### src/rtl/msrv32_branch_predict_unit.sv
// RV32I branch resolution with a PC-indexed BHT of 2-bit counters; prediction and mispredict are registered (1 cycle).
// Optional performance counters are enabled by defining MSRV32_BP_PERF_EN; no backpressure, callers gate the valids.
module msrv32_branch_predict_unit #(
  parameter int WIDTH       = 32,
  parameter int BHT_ENTRIES = 64,
  parameter int IDX_WIDTH   = $clog2(BHT_ENTRIES),
  parameter int PERF_WIDTH  = 32
) (
  input  logic                  ms_riscv32_mp_clk_in,
  input  logic                  ms_riscv32_mp_rst_in,
  input  logic                  pred_valid_in,
  input  logic [WIDTH-1:0]      pred_pc_in,
  output logic                  pred_valid_out,
  output logic                  pred_taken_out,
  input  logic                  res_valid_in,
  input  logic [WIDTH-1:0]      res_pc_in,
  input  logic [WIDTH-1:0]      rs1_in,
  input  logic [WIDTH-1:0]      rs2_in,
  input  logic [4:0]            opcode_6_to_2_in,
  input  logic [2:0]            funct3_in,
  input  logic                  res_pred_taken_in,
  output logic                  branch_taken_out,
  output logic                  illegal_branch_out,
  output logic                  mispredict_out,
  output logic                  ready_out,
  output logic [PERF_WIDTH-1:0] branch_cnt_out,
  output logic [PERF_WIDTH-1:0] mispred_cnt_out
);

  localparam logic [4:0] OP_BRANCH = 5'b11000;
  localparam logic [4:0] OP_JAL    = 5'b11011;
  localparam logic [4:0] OP_JALR   = 5'b11001;

  typedef enum logic {ST_INIT, ST_READY} state_t;

  state_t               state_q;
  logic [IDX_WIDTH-1:0] sweep_q;
  logic [1:0]           bht_q [BHT_ENTRIES];
  logic                 pred_valid_q, pred_taken_q, mispredict_q;
  logic                 pred_valid_d, pred_taken_d, mispredict_d;

  logic                 ready;
  logic                 is_cond, counted;
  logic [IDX_WIDTH-1:0] pred_idx, res_idx;
  logic                 upd_en;
  logic [1:0]           upd_cur, upd_val, pred_ctr;
  logic                 unused_pc_bits;

  assign ready    = (state_q == ST_READY);
  assign pred_idx = pred_pc_in[IDX_WIDTH+1:2];
  assign res_idx  = res_pc_in[IDX_WIDTH+1:2];
  assign unused_pc_bits = ^{pred_pc_in[WIDTH-1:IDX_WIDTH+2], pred_pc_in[1:0],
                            res_pc_in[WIDTH-1:IDX_WIDTH+2], res_pc_in[1:0]};

  always_comb begin
    branch_taken_out   = 1'b0;
    illegal_branch_out = 1'b0;
    is_cond            = 1'b0;
    counted            = 1'b0;
    case (opcode_6_to_2_in)
      OP_BRANCH: begin
        is_cond = 1'b1;
        case (funct3_in)
          3'b000:  branch_taken_out = (rs1_in == rs2_in);
          3'b001:  branch_taken_out = (rs1_in != rs2_in);
          3'b100:  branch_taken_out = ($signed(rs1_in) <  $signed(rs2_in));
          3'b101:  branch_taken_out = ($signed(rs1_in) >= $signed(rs2_in));
          3'b110:  branch_taken_out = (rs1_in <  rs2_in);
          3'b111:  branch_taken_out = (rs1_in >= rs2_in);
          default: begin
            illegal_branch_out = 1'b1;
            is_cond            = 1'b0;
          end
        endcase
        counted = is_cond;
      end
      OP_JAL: begin
        branch_taken_out = 1'b1;
        counted          = 1'b1;
      end
      OP_JALR: begin
        branch_taken_out = (funct3_in == 3'b000);
        counted          = (funct3_in == 3'b000);
      end
      default: ;
    endcase
  end

  // Saturating counter update; a same-index predict sees the updated value.
  assign upd_en  = ready & res_valid_in & is_cond;
  assign upd_cur = bht_q[res_idx];
  always_comb begin
    upd_val = upd_cur;
    if (branch_taken_out) begin
      if (upd_cur != 2'b11) upd_val = upd_cur + 2'b01;
    end else begin
      if (upd_cur != 2'b00) upd_val = upd_cur - 2'b01;
    end
  end
  assign pred_ctr = (upd_en && (res_idx == pred_idx)) ? upd_val : bht_q[pred_idx];

  assign pred_valid_d = pred_valid_in & ready;
  assign pred_taken_d = pred_valid_in & ready & pred_ctr[1];
  assign mispredict_d = res_valid_in & ready & counted & (branch_taken_out != res_pred_taken_in);

  always_ff @(posedge ms_riscv32_mp_clk_in) begin
    if (!ms_riscv32_mp_rst_in) begin
      state_q      <= ST_INIT;
      sweep_q      <= '0;
      pred_valid_q <= 1'b0;
      pred_taken_q <= 1'b0;
      mispredict_q <= 1'b0;
    end else begin
      if (state_q == ST_INIT) begin
        sweep_q <= sweep_q + IDX_WIDTH'(1);
        if (sweep_q == IDX_WIDTH'(BHT_ENTRIES - 1)) state_q <= ST_READY;
      end
      pred_valid_q <= pred_valid_d;
      pred_taken_q <= pred_taken_d;
      mispredict_q <= mispredict_d;
    end
  end

  // Table contents need no reset: the INIT sweep rewrites every entry.
  always_ff @(posedge ms_riscv32_mp_clk_in) begin
    if (state_q == ST_INIT) bht_q[sweep_q] <= 2'b01;
    else if (upd_en)        bht_q[res_idx] <= upd_val;
  end

  assign pred_valid_out = pred_valid_q;
  assign pred_taken_out = pred_taken_q;
  assign mispredict_out = mispredict_q;
  assign ready_out      = ready;

`ifdef MSRV32_BP_PERF_EN
  logic [PERF_WIDTH-1:0] branch_cnt_q, mispred_cnt_q;

  always_ff @(posedge ms_riscv32_mp_clk_in) begin
    if (!ms_riscv32_mp_rst_in) begin
      branch_cnt_q  <= '0;
      mispred_cnt_q <= '0;
    end else begin
      if (ready & res_valid_in & counted) branch_cnt_q  <= branch_cnt_q + PERF_WIDTH'(1);
      if (mispredict_d)                   mispred_cnt_q <= mispred_cnt_q + PERF_WIDTH'(1);
    end
  end

  assign branch_cnt_out  = branch_cnt_q;
  assign mispred_cnt_out = mispred_cnt_q;
`else
  assign branch_cnt_out  = '0;
  assign mispred_cnt_out = '0;
`endif

endmodule

### config.mk
export PLATFORM = sky130hd
export DESIGN_NAME = msrv32_branch_predict_unit
export DESIGN_NICKNAME = d
export VERILOG_FILES = /design/src/rtl/msrv32_branch_predict_unit.sv
export SDC_FILE = /design/constraint.sdc
export NUM_CORES = 1
export LEC_CHECK = 0
export CORE_MARGIN = 10
export CORE_UTILIZATION = 30
export DETAILED_ROUTE_END_ITERATION = 10
export PLACE_DENSITY = 0.61
export SLEW_MARGIN = 20
export SYNTH_ARGS = -nofsm -noshare
export SYNTH_HDL_FRONTEND = slang
export SYNTH_SLANG_ARGS = --single-unit
### constraint.sdc
create_clock -name ms_riscv32_mp_clk_in -period 7.6 [get_ports ms_riscv32_mp_clk_in]
set_input_delay 1.14 -clock ms_riscv32_mp_clk_in [delete_from_list [all_inputs] [get_ports ms_riscv32_mp_clk_in]]
set_output_delay 1.14 -clock ms_riscv32_mp_clk_in [all_outputs]
set_load 0.02 [all_outputs]
### Word-level counts from Yosys, hierarchy flattened

Memory sizes are Yosys's and may differ from the RTL's.
Index checks and enable logic that the tools add are counted.
W data, S select, Z words.

* memory bits (read-only): 0
* word-level logic and storage cells: 58
* bits in registers: 10
* memories kept: 1
* bits in latches: 0
* memory bits (writable): 128

* multiplexer cells: 20
* equal/unequal tests: 14
* shift-type cells: 0
* $mul: 0
* reductions and logical operators: 5
* add/subtract/negate cells: 3
* divide/modulo/power cells: 0
* bitwise operators: 6
* magnitude comparators: 4

Memory list
* bht_q: depth 64, bits a word 2, read ports 2, clocked after Yosys merged registers in 0, write ports 1, line 38 `logic [1:0] bht_q [BHT_ENTRIES];`

Operators with widths (number)
* $ge A32 B32 Y1: 2
* $lt A32 B32 Y1: 2
* $eq A32 B32 Y1: 1
* $ne A32 B32 Y1: 1
* $eq A5 B5 Y1 const B: 3
* $eq A3 B3 Y1 const B: 4
* $mux W1: 11
* $mux W2: 5
* $add A6 B1 Y6 const B: 1
* $and A1 B1 Y1: 6
* $eq A6 B6 Y1: 1
* $eq A6 B6 Y1 const B: 1
* $mux W6: 1
* $pmux W1 S3: 2
* $pmux W1 S6: 1
* $reduce_or A6 Y1: 1
* $eq A3 B1 Y1 const B: 1
* $logic_not A3 Y1: 1
* $add A2 B1 Y2 const B: 1
* $ne A2 B2 Y1 const B: 1
* $reduce_bool A2 Y1: 1
* $reduce_or A2 Y1: 1
* $sub A2 B1 Y2 const B: 1
* $logic_and A1 B1 Y1: 1
* $ne A1 B1 Y1: 1

### Depth between registers and ports, before layout

Gate-level depths: netlist of run 1.

* word-level depth: 10
* depth in mapped cells: 10

### Least setup slack after synthesis of run 1

OpenSTA, ideal clock, no wires.

* path kind: in2reg
* from: in res_pc_in[3]
* to: mem bht_q[0][0] (data pin)
* data required time: 7.082 ns
* setup time: 0.518 ns
* arrival time: 4.729 ns
* stages: 9
* setup slack: 2.353 ns
* cell sequence: clkbuf_1 -> clkbuf_1 -> mux4_1 -> mux4_2 -> mux2_2 -> o21ai_2 -> nor2b_1 -> nor2_1 -> o21ai_1

* word-level cells in the longest chain between the ends: 5

Ends and longest elaborated chain
* from (decl): line 16 `input logic [WIDTH-1:0] res_pc_in,`
* $mem_v2 Z64 W2 *
* $sub A2 B1 Y2, or another cell as far along: line 97 `if (upd_cur != 2'b00) upd_val = upd_cur - 2'b01;`
* $mux W2 (on tied branches): line 97, 95
* $mux W2 *: line 94 `if (branch_taken_out) begin`
* $mux W2 (no source line) *
* to (decl): line 38

Every way passes the cells marked *; elsewhere a longest branch is shown, timed or not.

### Worst setup path after layout of run 1

* from: in rs2_in[31]
* to: out branch_taken_out

* word-level cells in the longest chain between the ends: 3

Ends and longest elaborated chain
* from (decl): line 18 `input logic [WIDTH-1:0] rs2_in,`
* $ge A32 B32 Y1, or another cell as far along: line 69 `3'b111: branch_taken_out = (rs1_in >= rs2_in);`
* $pmux W1 S6 *: line 63 `case (funct3_in)`
* $pmux W1 S3 *: line 60 `case (opcode_6_to_2_in)`
* to (decl): line 22 `output logic branch_taken_out,`

Marks and branches as above.

==> reports/metrics.yaml, run 1 <==
finish:
  antenna_cells: 0
  layout-drive-gt1-share_pct: 13.2
  area_growth_pct: 20.3
  fin_cells: 1039
  final_cell_mix: "edfxtp_1 (128), clkdlybuf4s50_1 (92), nor2_1 (75), conb_1 (64), mux4_2 (46)"
  final_util_pct: 36.6
  final_common_cell: "edfxtp_1"
  fin_nets: 865
  fill_cells: 2539
floorplanning:
  io_pins: 211
  die_w_um: 182
  num_rows: 59
  die-area_um2: 33200
  core-area_um2: 26000
  start_util_pct: 30.4
  dieHeight_um: 182
timing:
  finalWorstSetupSlack_ns: 2.13
  rsz0062_at_grt: "no"
  fmax_mhz: 183
  setup_tns_ns: 0
  finClkSkew_ns: 0.00639
  relSlewSlack_pct: 29.2
  setup_viol: 0
  slew_violations: 0
  final.min_clock_period_ns: 5.47
  holdWs_ns: 0.564
  finalHoldViolCount: 0
  worst_pin_slew_ns: 1.06
  fin_crit_sh_pct: 72.0
critical_path:
  r2r_cells: 8
  crit_end: "branch_taken_out"
  r2r_start: "bht_q[37][0]"
  crit_type: "input pin to primary output"
  critPathMaxStageDelay_ns: 0.66
  reg2reg_to: "bht_q[30][0]"
  crit_required_ns: 6.46
  r2r_slack_ns: 4.40
  critPathSlowestCell: "clkdlybuf4s50_1"
  startpoint: "rs2_in[31]"
  critPathLaunchType: "input pin"
  worstPathMaxFanout: 5
  cp_common_cell: "clkdlybuf4s50_1"
  cp-end-kind: "primary output"
  crit_arrival_ns: 4.33
  crit_chain: "clkdlybuf4s50_1, inv_1, ha_1, nand4_1, nor4_1, nand3_1, xor2_1, o41ai_1, a31o_2, clkdlybuf4s50_1"
logic_synthesis:
  async_flop_share_pct: 0
  synth_edf_count: 128
  synth.distinct_cells: 55
  yosysWarnings: 0
  synth.ff_latch_count: 138
  synth_top_flop_cell: "edfxtp_1"
  syn_area_per_cell_um2: 13.3
  syn_inst: 595
  ys_seq_area_share_pct: 51.2
  synth_area_um2: 7900
clock_tree:
  numCtsBuffers: 17
  cts_sinks: 138
  htree_levels: 4
  cts_resized: 0
  clock_latency_ns: 0.42
  cts_root_buffer: "clkbuf_16"
  clockBufferDepth: 2
  cts_tree: "done"
  cts_setup_buffers: 0
  cts.clk_slew.worst_paths_ns: 0.06
  holdBufCountCts: 0
pwr:
  p_leak_uw: 0.00347
  ir_drop_v: 0.000148
  power_density_nw_per_um2: 186
drt:
  drc: 0
  routed-via-count: 5121
  drt-initial-drc-count: 338
  wl_per_cell_um: 19.6
  ant_nets: 0
  first_pass_iters: 5
  routed_wl_um: 20400
  vias_per_cell: 4.93
placed_design:
  dp_hpwl_um: 14800
  post-place-ws_ns: 1.87
  io_buffers: 94
  gp_congestion: 0.813
  dpl.cell_count: 1006
global_routing:
  overflow: 0
  grt_pass1_vias: 5354
  grt_pass1_wl_um: 30800
  grt_use_total_pct: 12.0
  grt_max_degree: 65
  grt_antenna_before_repair: 0
status:
  outcome: "complete, no violations"
job:
  cap_violations: 0
min_path:
  hold_path_class: "register to register"
-- worst max-delay path: cells and delay by family --
kind | cells | cell delay [ns]
XOR/XNOR | 1 | 0.21
AO/OA/AOI/OAI | 2 | 0.56
adder cells (fa/ha/maj) | 1 | 0.32
buffers and inverters | 3 | 1.16
AND/OR/NAND/NOR | 3 | 0.94
-- cell usage after synthesis (3+ instances only) --
| cell type | instances | share of area, % |
|---|---|---|
| buf_4 | 66 | 6.3 |
| nand2_1 | 31 | 1.5 |
| mux4_1 | 14 | 4.7 |
| mux4_2 | 46 | 13 |
| edfxtp_1 | 128 | 49 |
| nor2b_1 | 6 | 0.47 |
| xor2_1 | 3 | 0.33 |
| inv_1 | 37 | 1.8 |
| ha_1 | 33 | 5.2 |
| o31ai_1 | 3 | 0.28 |
| mux2i_1 | 5 | 0.63 |
| and2_1 | 6 | 0.47 |
| xnor2_1 | 8 | 0.89 |
| or3_1 | 4 | 0.32 |
| o21ai_0 | 10 | 0.63 |
| nand4_1 | 9 | 0.71 |
| nand3_1 | 11 | 0.70 |
| nand2b_1 | 6 | 0.47 |
| dfxtp_1 | 10 | 2.5 |
| a21oi_1 | 14 | 0.89 |
| clkbuf_1 | 13 | 0.62 |
| nor3_1 | 5 | 0.32 |
| a31oi_1 | 3 | 0.24 |
| o21a_1 | 5 | 0.47 |
| nor2_1 | 76 | 3.6 |
| buf_2 | 3 | 0.19 |
-- logic make-up after synthesis --
group,count (synthesis),synth area share [%]
fa+ha+maj,33,5.22
mux,67,18.7
simple gates,167,9.75
xor+xnor,11,1.22
other cells,1,0.0474
compound gates,55,4.59
flops,138,51.2
buf+inv,123,9.32
-- worst min-delay path by stage --
stage          startpoint  slack (ns)  depth (start not counted)         end
6_report       sweep_q[5]        0.56                          2  sweep_q[5]
4_1_cts        sweep_q[5]        0.56                          2  sweep_q[5]
3_3_place_gp   sweep_q[5]        0.53                          2  sweep_q[5]
5_1_grt        sweep_q[5]        0.62                          2  sweep_q[5]
2_1_floorplan  sweep_q[5]        0.49                          2  sweep_q[5]
3_5_place_dp   sweep_q[5]        0.55                          2  sweep_q[5]
-- final cells by class --
class	count	area, um^2	area share, %
well taps	335	419	4.41
multi-input cells	397	3380	35.5
flip-flops and latches	138	4040	42.5
inverters	37	139	1.46
repair buffers	100	996	10.5
clock buffers	18	429	4.51
clock inverters	14	101	1.07
-- per-layer routing --
metal  up-vias  GRT usage, %  routed length [um]
li1       2319             -                   -
met1      2521          14.9                8720
met2       254          19.0                9290
met3        27          4.65                2040
met4         0          3.58                 338
met5         -             0                   0
-- through the flow --
| stage | area [um^2] | power (uW) |
|---|---|---|
| 6_report | 9510 | 1770 |
| 5_1_grt | 9510 | 1830 |
| 4_1_cts | 9480 | 1780 |
| 3_5_place_dp | 8950 | 1040 |
| 3_3_place_gp | 8950 | 1040 |
| 2_1_floorplan | 8140 | 985 |
-- registers in the layout, summed over array words and instances, names as in the netlist --
signal and count:
pred_taken_out 1, mispredict_out 1, bht_q 128, sweep_q 6, pred_valid_out 1, ready_out 1
-- where the power goes --
| part | internal [uW] | switching, uW |
|---|---|---|
| clock | 416 | 325 |
| combinational | 88.6 | 112 |
| sequential | 822 | 3.27 |
| total | 1330 | 441 |
Note: power is estimated with default switching activity, not from simulation.
==> run 2: changes to the inputs <==
Clock period 7.6 ns to 5.6 ns, I/O delays scaled along.
==> reports/metrics.yaml, run 2 (synthesis gave the netlist of run 1 again) <==
critical_path:
  r2r_cells: 8  # unchanged
  crit_required_ns: 4.76  # -1.70 ns
  critPathLaunchType: "input pin"
  crit_type: "input pin to primary output"
  r2r_start: "bht_q[37][0]"
  crit_arrival_ns: 4.02  # -0.31 ns
  cp-end-kind: "primary output"
  r2r_slack_ns: 2.57  # -1.83 ns
  reg2reg_to: "bht_q[0][1]"
  worstPathMaxFanout: 5  # unchanged
finish:
  antenna_cells: 0  # unchanged
  final_cell_mix: "edfxtp_1 (128), clkdlybuf4s50_1 (93), nor2_1 (75), conb_1 (64), mux4_2 (46)"
  largest_reg_flops: 128  # unchanged
  fill_cells: 2515  # -0.95%
  final_common_cell: "edfxtp_1"
  layout-drive-gt1-share_pct: 13.0  # -0.16 points
  top_register: "bht_q"
  area_growth_pct: 21.1
  fin_nets: 867  # +0.23%
  reg_top3: "bht_q (128), sweep_q (6)"
pwr:
  p_int_uw: 1930  # +46%
  swShare_pct: 22.8  # -2.2 points
  seqPwrFrac_pct: 44.8  # -1.9 points
  p_switching_uw: 570  # +29%
  power_density_nw_per_um2: 261  # +41%
  ir_drop_v: 0.000216  # +45%
  p_leak_uw: 0.00351  # +1.1%
  combPwrFrac_pct: 10.9  # -0.5 points
  clkPwrFrac_pct: 44.3  # +2.3 points
job:
  cap_violations: 0  # unchanged
status:
  outcome: "complete, no violations"
drt:
  drt-initial-drc-count: 396  # +17%
  wl_per_cell_um: 19.1  # -2.5%
  ant_nets: 0  # unchanged
  vias_per_cell: 4.81  # -2.4%
  routed_wl_um: 19900  # -2.4%
  drc: 0  # unchanged
  routed-via-count: 5001  # -2.3%
  first_pass_iters: 4  # -1
clock_tree:
  numCtsBuffers: 17  # unchanged
  holdBufCountCts: 0  # unchanged
  htree_levels: 4  # unchanged
  cts_root_buffer: "clkbuf_16"
  clockBufferDepth: 2  # unchanged
  cts_setup_buffers: 0  # unchanged
  cts_tree: "done"
  cts.clk_slew.worst_paths_ns: 0.06  # about the same
  clock_latency_ns: 0.42  # about the same
  cts_resized: 0  # unchanged
  cts_sinks: 138  # unchanged
global_routing:
  grt_max_degree: 65  # unchanged
  grt_pass1_wl_um: 30300  # -1.7%
  grt_pass1_vias: 5211  # -2.7%
  overflow: 0  # unchanged
  grt_use_total_pct: 11.9  # -0.16 points
  grt_antenna_before_repair: 0  # unchanged
timing:
  finClkSkew_ns: 0.00917  # +0.00278 ns
  final.min_clock_period_ns: 4.86
  fin_crit_sh_pct: 86.7
  rsz0062_at_grt: "no"
  worst_pin_slew_ns: 1.14  # +0.0816 ns
  finalHoldViolCount: 0  # unchanged
  setup_viol: 0  # unchanged
  slew_violations: 0  # unchanged
  setup_tns_ns: 0  # unchanged
  relSlewSlack_pct: 23.7  # -5.5 points
  finalWorstSetupSlack_ns: 0.743  # -1.39 ns
  fmax_mhz: 206
floorplanning:
  start_util_pct: 30.4  # unchanged
  die-area_um2: 33200  # unchanged
  num_rows: 59  # unchanged
  io_pins: 211  # unchanged
  dieHeight_um: 182  # unchanged
  core-area_um2: 26000  # unchanged
  die_w_um: 182  # unchanged
placed_design:
  io_buffers: 94  # unchanged
  dp_hpwl_um: 14400  # -2.4%
  post-place-ws_ns: 0.676  # -1.20 ns
  gp_congestion: 0.785  # -3.4%
min_path:
  hold_start: "sweep_q[5]"
  worstHoldEndpoint: "sweep_q[5]"
  whs_path_depth: 2  # unchanged
  hold_path_class: "register to register"
==> run 2: cell count changes in the layout (fill, tap and decap cells not counted), moves of 2 or more <==
cell and delta:
buf_4 +2, bufinv_16 +3, clkinv_4 -2, clkinvlp_4 -2
==> run 2: area by class of cell <==
cell class	instances	area (um^2)	share of cell area, %
repair buffers	102	1010	10.5
flip-flops and latches	138	4040	42.2
well taps	335	419	4.38
clock inverters	12	150	1.57
multi-input cells	397	3380	35.3
clock buffers	19	433	4.52
inverters	37	139	1.45
==> run 2: critical path, cell delays in order <==
cell and delay, ns:
clkdlybuf4s50_1 0.46, inv_1 0.04, ha_1 0.32, a21oi_1 0.16
o21ai_0 0.20, a2111o_1 0.43, o32ai_1 0.37, a311o_1 0.25
a31o_2 0.23, clkdlybuf4s50_1 0.71
==> run 2: per-layer routing <==
layer,share of wire [%],vias up,global-route usage (%)
li1,-,2318,-
met1,42,2417,14.2
met2,46,247,19.0
met3,11,19,5.04
met4,1.7,0,3.42
met5,0,-,0
==> run 2: worst max-delay path by stage <==
stage / start / end / slack, ns / cells past startpoint
2_1_floorplan: res_pc_in[3] / bht_q[0][0] / 0.65 / 9
3_3_place_gp: rs2_in[31] / branch_taken_out / 0.71 / 10
3_5_place_dp: rs2_in[31] / branch_taken_out / 0.68 / 10
4_1_cts: rs2_in[31] / branch_taken_out / 0.66 / 10
5_1_grt: rs2_in[31] / branch_taken_out / 0.54 / 10
6_report: rs2_in[31] / branch_taken_out / 0.74 / 10
==> run 2: stage by stage <==
stage	instances	area [um^2]	utilization [%]	power [uW]	hold WS (ns)
after floorplan	658	8140	-	1340	0.490
after global placement	1009	8990	34.6	1410	0.523
after detailed placement	1009	8990	34.6	1410	0.534
after CTS	1040	9570	36.8	2520	0.543
after global routing	1040	9570	36.8	2600	0.605
final	1040	9570	36.8	2500	0.540
==> run 2: power by group through the flow <==
stage / sequential, uW / combinational (uW) / clock, uW
5_1_grt: 1120 / 300 / 1180
6_report: 1120 / 274 / 1110
4_1_cts: 1120 / 274 / 1130
3_5_place_dp: 1140 / 272 / 0
3_3_place_gp: 1140 / 270 / 0
2_1_floorplan: 1140 / 197 / 0
==> run 3: changes to the inputs <==
Settings changed: CORE_MARGIN 10 to 2.
==> reports/metrics.yaml, run 3 (synthesis gave the netlist of run 1 again) <==
status:
  outcome: "complete, no violations"
finish:
  final_util_pct: 36.7  # -0.12 points
  final_common_cell: "edfxtp_1"
  antenna_cells: 0  # unchanged
  fin_nets: 867  # unchanged
  layout-drive-gt1-share_pct: 13.0  # -0.018 points
  top_register: "bht_q"
  final_cell_mix: "edfxtp_1 (128), clkdlybuf4s50_1 (93), nor2_1 (75), conb_1 (64), mux4_2 (46)"
  reg_top3: "bht_q (128), sweep_q (6)"
  largest_reg_flops: 128  # unchanged
  area_growth_pct: 20.7
drt:
  drt-initial-drc-count: 400  # +1.0%
  routed-via-count: 5065  # +1.3%
  wl_per_cell_um: 18.1  # -5.5%
  routed_wl_um: 18800  # -5.4%
  vias_per_cell: 4.87  # +1.2%
  drc: 0  # unchanged
  ant_nets: 0  # unchanged
  first_pass_iters: 4  # unchanged
placed_design:
  io_buffers: 94  # unchanged
  gp_congestion: 0.797  # +1.4%
  dp_hpwl_um: 13600  # -5.5%
floorplanning:
  io_pins: 211  # unchanged
  die-area_um2: 27700  # -17%
  start_util_pct: 30.4  # unchanged
  num_rows: 59  # unchanged
  dieHeight_um: 166  # -8.8%
  core-area_um2: 26000  # unchanged
  die_w_um: 166  # -8.8%
global_routing:
  grt_max_degree: 65  # unchanged
  grt_pass1_vias: 4965  # -4.7%
  grt_use_total_pct: 13.7  # +1.9 points
  grt_antenna_before_repair: 0  # unchanged
  grt_pass1_wl_um: 28700  # -5.2%
  overflow: 0  # unchanged
clock_tree:
  cts_sinks: 138  # unchanged
  clock_latency_ns: 0.42  # about the same
  clockBufferDepth: 2  # unchanged
  cts_tree: "done"
  cts.clk_slew.worst_paths_ns: 0.06  # about the same
  htree_levels: 4  # unchanged
  holdBufCountCts: 0  # unchanged
  cts_root_buffer: "clkbuf_16"
  cts_resized: 0  # unchanged
  numCtsBuffers: 17  # unchanged
  cts_setup_buffers: 0  # unchanged
critical_path:
  worstPathMaxFanout: 5  # unchanged
  critPathMaxStageDelay_ns: 0.70  # about the same
  cp-end-kind: "primary output"
  critPathLaunchType: "input pin"
  crit_type: "input pin to primary output"
  critPathSlowestCell: "clkdlybuf4s50_1"
  cp_common_cell: "clkdlybuf4s50_1"
  cp_top_family: "compound AO/OA/AOI/OAI gates"
  critPathBufInv: 4  # +1
  crit_arrival_ns: 4.01  # about the same
  crit_chain: "clkdlybuf4s50_1, inv_1, ha_1, a21oi_1, o21ai_0, buf_4, a2111o_1, o32ai_1, a311o_1, a31o_2, clkdlybuf4s50_1"
  crit_required_ns: 4.76  # about the same
timing:
  rsz0062_at_grt: "no"
  setup_tns_ns: 0  # unchanged
  setup_viol: 0  # unchanged
  fmax_mhz: 206  # +0.25%
  holdWs_ns: 0.559  # +0.0195 ns
  relSlewSlack_pct: 28.0  # +4.3 points
  fin_crit_sh_pct: 86.5  # -0.22 points
  slew_violations: 0  # unchanged
  worst_pin_slew_ns: 1.08  # -0.0642 ns
  finClkSkew_ns: 0.00849  # -0.000677 ns
  finalHoldViolCount: 0  # unchanged
  final.min_clock_period_ns: 4.85  # -0.0121 ns
pwr:
  p_leak_uw: 0.00348  # -0.82%
  p_switching_uw: 587  # +3.0%
  combPwrFrac_pct: 11.2  # +0.3 points
  p_int_uw: 1850  # -4.5%
  clkPwrFrac_pct: 42.8  # -1.5 points
  seqPwrFrac_pct: 46.0  # +1.2 points
  ir_drop_v: 0.000223  # +3.3%
  power_density_nw_per_um2: 255  # -2.4%
  swShare_pct: 24.2  # +1.4 points
min_path:
  hold_path_class: "register to register"
job:
  cap_violations: 0  # unchanged
run 3: cell count changes in the layout (fill, tap and decap cells not counted), sizes merged:
| cell | change |
|---|---|
| inv | +2 |
| clkinvlp | +3 |
| bufinv | -2 |
| clkbuf | -2 |
run 3: power by group through the flow:
stage	Combinational, uW	Clock, uW	Sequential, uW
4_1_cts	275	1060	1120
3_5_place_dp	274	0	1140
5_1_grt	298	1100	1120
3_3_place_gp	271	0	1140
2_1_floorplan	197	0	1140
6_report	273	1040	1120
run 3: worst paths after layout:
| kind | cells past startpoint | end | start | slack [ns] |
|---|---|---|---|---|
| min | 2 | sweep_q[5] | sweep_q[5] | 0.56 |
| max | 11 | branch_taken_out | rs2_in[31] | 0.75 |
| min reg2reg | 2 | sweep_q[5] | sweep_q[5] | 0.56 |
| max reg2reg | 8 | bht_q[62][0] | bht_q[14][0] | 2.52 |
run 3: metal layers:
layer,GRT usage (%),vias up,wire length (um)
met5,0,-,0
met4,3.90,0,290
met3,4.10,18,1670
met2,23.4,252,9180
met1,17.0,2474,7690
li1,-,2321,-
run 3: layout make-up:
type                            instances  area [um^2]
Clock buffer                           17          425
Clock inverter                         15          126
Fill cell                            2504        16400
Inverter                               37          139
Multi-Input combinational cell        397         3380
Sequential cell                       138         4040
Tap cell                              335          419
Timing Repair Buffer                  102         1010
run 3: per-stage QoR:
step	setup slack [ns]	instances	area [um^2]	total power (uW)
global route	0.553	1041	9540	2520
floorplan	0.653	658	8140	1340
finish	0.755	1041	9540	2430
CTS	0.685	1041	9540	2450
global placement	0.696	1009	8990	1410
detailed placement	0.694	1009	8990	1410
run 3: worst min-delay path: stages (launching register included):
cell and delay [ns]:
dfxtp_1 0.35, o21ai_0 0.08, a21boi_0 0.07
